==> config.mk <==
export PLATFORM = sky130hd
export DESIGN_NAME = ram_seq
export DESIGN_NICKNAME = d
export VERILOG_FILES = /design/src/rtl/ram_seq.sv
export SDC_FILE = /design/constraint.sdc
export NUM_CORES = 1
export LEC_CHECK = 0
export ABC_AREA = 1
export CAP_MARGIN = 10
export CORE_UTILIZATION = 45
export DETAILED_ROUTE_END_ITERATION = 12
export DONT_BUFFER_PORTS = 1
export SYNTH_ARGS = -nofsm -noshare
export SYNTH_HDL_FRONTEND = slang
export SYNTH_SLANG_ARGS = --single-unit
export TNS_END_PERCENT = 1
==> constraint.sdc <==
create_clock -name clk -period 1.35 [get_ports clk]
set_input_delay 0.135 -clock clk [delete_from_list [all_inputs] [get_ports clk]]
set_output_delay 0.135 -clock clk [all_outputs]
set_load 0.03 [all_outputs]
==> src/rtl/ram_seq.sv <==
// ram_seq: moves an N-bit host word to or from a 1-bit-wide RAM, two cycles per bit, LSB first.
// Optional build macro RAM_SEQ_VERIFY_EN adds a read-back pass and mismatch flag to every write.
module ram_seq #(
  parameter int AW = 2
) (
  input  logic                 clk,
  input  logic                 rst,
  input  logic                 start,
  input  logic                 wr,
  input  logic [(1<<AW)-1:0]   wdata,
  output logic                 busy,
  output logic                 done,
  output logic [(1<<AW)-1:0]   rdata,
  output logic                 err,
  output logic [AW-1:0]        mem_addr,
  output logic                 mem_d,
  output logic                 mem_we,
  input  logic                 mem_q
);

  localparam int N = 1 << AW;
  localparam logic [AW-1:0] LAST = AW'(N - 1);

  typedef enum logic [2:0] {
    IDLE,
    SETUP,
    STROBE,
    SAMPLE,
    DONE
  } state_t;

  function automatic logic [N-1:0] put_bit(input logic [N-1:0] word,
                                           input logic [AW-1:0] idx,
                                           input logic          b);
    logic [N-1:0] w;
    w      = word;
    w[idx] = b;
    return w;
  endfunction

  state_t        state_q, state_d;
  logic [AW-1:0] idx_q, idx_d;
  logic          wr_q, wr_d;
  logic [N-1:0]  wdata_q, wdata_d;
  logic [N-1:0]  rdata_d;
  logic          busy_d, done_d, mem_we_d, mem_d_d;
  logic [AW-1:0] addr_d;
  logic          do_write;

`ifdef RAM_SEQ_VERIFY_EN
  logic verify_q, verify_d;
  logic err_q, err_d;

  // Once the write pass is finished the same latched op walks the RAM again as a read.
  assign do_write = wr_q & ~verify_q;
  assign err      = err_q;
`else
  assign do_write = wr_q;
  assign err      = 1'b0;
`endif

  always_comb begin
    state_d = state_q;
    idx_d   = idx_q;
    wr_d    = wr_q;
    wdata_d = wdata_q;
    rdata_d = rdata;
`ifdef RAM_SEQ_VERIFY_EN
    verify_d = verify_q;
    err_d    = err_q;
`endif

    case (state_q)
      IDLE: begin
        if (start) begin
          state_d = SETUP;
          idx_d   = '0;
          wr_d    = wr;
          wdata_d = wdata;
`ifdef RAM_SEQ_VERIFY_EN
          verify_d = 1'b0;
`endif
        end
      end

      SETUP: state_d = do_write ? STROBE : SAMPLE;

      STROBE: begin
        if (idx_q == LAST) begin
          idx_d = '0;
`ifdef RAM_SEQ_VERIFY_EN
          verify_d = 1'b1;
          state_d  = SETUP;
`else
          state_d = DONE;
`endif
        end else begin
          idx_d   = idx_q + AW'(1);
          state_d = SETUP;
        end
      end

      SAMPLE: begin
        rdata_d = put_bit(rdata, idx_q, mem_q);
        if (idx_q == LAST) begin
          idx_d   = '0;
          state_d = DONE;
`ifdef RAM_SEQ_VERIFY_EN
          if (verify_q) err_d = (rdata_d != wdata_q);
`endif
        end else begin
          idx_d   = idx_q + AW'(1);
          state_d = SETUP;
        end
      end

      DONE: state_d = IDLE;

      default: state_d = IDLE;
    endcase

    // Outputs are decoded from the next state so every port comes straight off a flop.
    busy_d   = (state_d != IDLE);
    done_d   = (state_d == DONE);
    mem_we_d = (state_d == STROBE);
    addr_d   = (state_d == IDLE || state_d == DONE) ? '0 : idx_d;
    mem_d_d  = (state_d == SETUP || state_d == STROBE || state_d == SAMPLE) ?
               wdata_d[idx_d] : 1'b0;
  end

  always_ff @(posedge clk) begin
    wr_q    <= wr_d;
    wdata_q <= wdata_d;
    if (rst) begin
      state_q  <= IDLE;
      idx_q    <= '0;
      busy     <= 1'b0;
      done     <= 1'b0;
      rdata    <= '0;
      mem_addr <= '0;
      mem_d    <= 1'b0;
      mem_we   <= 1'b0;
`ifdef RAM_SEQ_VERIFY_EN
      verify_q <= 1'b0;
      err_q    <= 1'b0;
`endif
    end else begin
      state_q  <= state_d;
      idx_q    <= idx_d;
      busy     <= busy_d;
      done     <= done_d;
      rdata    <= rdata_d;
      mem_addr <= addr_d;
      mem_d    <= mem_d_d;
      mem_we   <= mem_we_d;
`ifdef RAM_SEQ_VERIFY_EN
      verify_q <= verify_d;
      err_q    <= err_d;
`endif
    end
  end

endmodule
==> metrics.md <==
| Metric | Value |
|---|---|
| Crit path kind | register to register |
| CP Launch Type | register |
| Hold Path Sink | state_q[2]$_SDFF_PP0_ |
| Final nets | 137 |
| FF+latch count, synth | 20 |
| Total wire length | 1629 um |
| Maximum clock rate | 0.8000 GHz |
| Num CTS Buffers | 3 |
| I/O Buffers | 0 |
| Critical R2R Launch | state_q[2]$_SDFF_PP0_ |
| Max cap viols | 0 |
| HP Start | rst |
| CTS root buf | clkbuf_4 |
| Hold Path Cell Cnt | 1 |
| Reg2reg setup slack | 0.1 ns |
| Final Cell Area | 1010 um^2 |
| Unique masters post-synth | 21 |
| Critical Path AT | 1.44 ns |
| Syn Area/Cell | 7.677 um^2 |
| Lkg Pwr | 0.4364 nW |
| Sequential area share after synthesis | 0.4530 |
| Commonest non-fill, non-tap cell in the layout | nand2_1 |
| Layout cells sized above 1 | 0.2195 |
| FF-to-FF path depth | 9 |
| Largest net degree at the start of global routing | 13 |
| CTS H-tree depth | 1 |
| Final Hold Viols | 12 |
| Initial core utilization | 0.5028 |
| Hold buffers post-CTS | 1 |
| Worst r2r dst | mem_addr[1]$_SDFF_PP0_ |
| Mean routed wirelength per cell | 11.01 um |
| Setup tns final | 0 ns |
| Clk pin slew, worst setup/hold paths | 0.11 ns |
| RSZ-0062 raised after global routing | no |
| Die footprint | 2196 um^2 |
| Commonest non-fill, non-tap cells in the layout | nand2_1 (42), dfxtp_1 (15), nand3_1 (12) |
| Post-synthesis cell area | 905.9 um^2 |
| WHS | -0.1184 ns |
| Slowest stage delay, CP | 0.38 ns |
| Dpl cell area | 940.9 um^2 |
| Min-delay worst type | input pin to register |
| Maximum VDD drop | 0.8918 mV |
| Number of remaining DRC errors | 0 |
| Critical path fanouts, max | 5 |
| Num rows | 15 |
| Vias in the first global route | 649 |
| Final ANT Viol Nets | 0 |
| # IOs | 20 |
| Clk_skew | 0.009683 ns |
| RD Place Congestion | 0.7795 |
| CTS Sinks | 20 |
| Vias per cell | 4.899 |
| Vias | 725 |
| Cells after Synth | 118 |
| HPWL Detailed | 1237 um |
| Pre-antenna DRT Iters | 4 |
| Core Box Area | 1802 um^2 |
| CTS tree | done |
| Bufs on Longest Clock Path | 2 |
| DR iter-0 viols | 17 |
| Slew Limit Fails | 0 |
| Synth warn | 0 |
| Overflow after GRT | 0 |
| Most used cell, CP | nor2_4 |
| Die width | 46.87 um |
| Crit. End Element | register |
| Status | finished with violations |
| CP cell instances | inv_2 -> nand2_2 -> inv_4 -> nand2_4 -> nand2_2 -> nor2_4 -> nor2_4 -> nor2_4 -> nor2_1 |
| Worst EP required | 1.54 ns |
| Fin crit period | 1.250 ns |
| Failing checks | hold timing |
| PD cells | 1181 nW/um^2 |
| First-pass GRT wire length | 2718 um |
| Mapped Nets | 131 |
| Final setup fails | 0 |
| Die Ht | 46.87 um |
| GRT Total Usage | 0.1811 |
| Ant. Diodes | 0 |
| Postcts setup bufs | 0 |
| Crit share post-route | 0.9259 |
| Initial antenna violation count | 0 |
| Slowest cell on crit path | dfxtp_2 |
| Growth of design area from synthesis to finish | 11.46% |
| Clk_lat worst skew | 0.30 ns |
==> through the flow <==
stage | setup slack [ns] | std cells | power (mW) | util | hold WS [ns]
2_1_floorplan | 0.1416 | 118 | 0.8728 | - | 0.2128
3_3_place_gp | 0.04182 | 143 | 0.9031 | 0.5222 | 0.2066
3_5_place_dp | 0.004837 | 143 | 0.9068 | 0.5222 | 0.2086
4_1_cts | 0.01789 | 148 | 1.200 | 0.5431 | -0.1253
5_1_grt | 0.002365 | 148 | 1.263 | 0.5604 | -0.1378
6_report | 0.09998 | 148 | 1.192 | 0.5604 | -0.1184
==> registers in the layout (all words and copies together) (netlist names), 2 cells and up <==
name,count
idx_q,2
mem_addr,2
rdata,4
state_q,3
wdata_q,4
==> how the worst max path moves through the flow <==
stage	start	slack, ns	to
floorplan	idx_q[0]$_SDFF_PP0_	0.14	busy$_SDFF_PP0_
detailed placement	idx_q[0]$_SDFF_PP0_	0.005	busy$_SDFF_PP0_
global route	state_q[2]$_SDFF_PP0_	0.002	mem_addr[1]$_SDFF_PP0_
finish	state_q[2]$_SDFF_PP0_	0.1	mem_addr[1]$_SDFF_PP0_
CTS	idx_q[1]$_SDFF_PP0_	0.02	mem_addr[1]$_SDFF_PP0_
global placement	idx_q[0]$_SDFF_PP0_	0.04	mem_addr[1]$_SDFF_PP0_
==> repair_timing <==
item,4_1_cts,5_1_grt
gates resized for setup,1,10
pin swaps,0,1
setup endpoints to repair,2,4
endpoints found under the hold margin,13,12
==> kinds of logic (layout without fill, tap and decap cells) <==
group | Yosys count | after routing | share of synthesized area
AOI/OAI and AO/OA | 6 | 6 | 0.03729
adders and majority gates | 4 | 4 | 0.05525
buffers and inverters | 12 | 17 | 0.05663
DFF | 20 | 20 | 0.4530
other | 1 | 1 | 0.004140
and+or+nand+nor | 75 | 75 | 0.3936
==> synth_stat cells <==
library cell / instances / area [um^2]
a21oi_1: 4 / 20.02
buf_4: 1 / 7.510
clkbuf_1: 1 / 3.750
conb_1: 1 / 3.750
dfxtp_1: 19 / 380.4
edfxtp_1: 1 / 30.03
ha_1: 4 / 50.05
inv_1: 6 / 22.52
inv_2: 3 / 11.26
inv_4: 1 / 6.260
nand2_1: 43 / 161.4
nand2_2: 4 / 25.02
nand2_4: 1 / 11.26
nand3_1: 12 / 60.06
nor2_1: 8 / 30.03
nor2_2: 2 / 12.51
nor2_4: 3 / 33.78
nor3_4: 1 / 16.27
nor4_1: 1 / 6.260
o21ai_0: 1 / 5.000
o21ai_2: 1 / 8.760
==> layout make-up <==
class | instances | area, um^2
clock buffer | 4 | 26.28
fill | 179 | 792.0
inverter | 10 | 42.54
multi-input combinational | 86 | 464.2
sequential | 20 | 420.4
tap | 25 | 31.28
timing repair buffer | 3 | 25.02
==> layer usage <==
metal	up-vias	share of wire	GRT usage
li1	377	-	-
met1	330	0.47	0.2264
met2	14	0.47	0.2833
met3	4	0.041	0.05769
met4	0	0.015	0.08571
met5	-	0	0
==> power breakdown <==
group	internal (mW)	leakage (nW)	switching [mW]
registers	0.645	0.168	0.0555
logic	0.0722	0.254	0.130
clock network	0.115	0.0150	0.175
==> critical path: cells and delay by family (launching register included) <==
family | cells | cell delay [ns]
simple gates | 7 | 0.63
buf+inv | 2 | 0.13
flops | 1 | 0.38
Power figures use the tool's default switching activity.
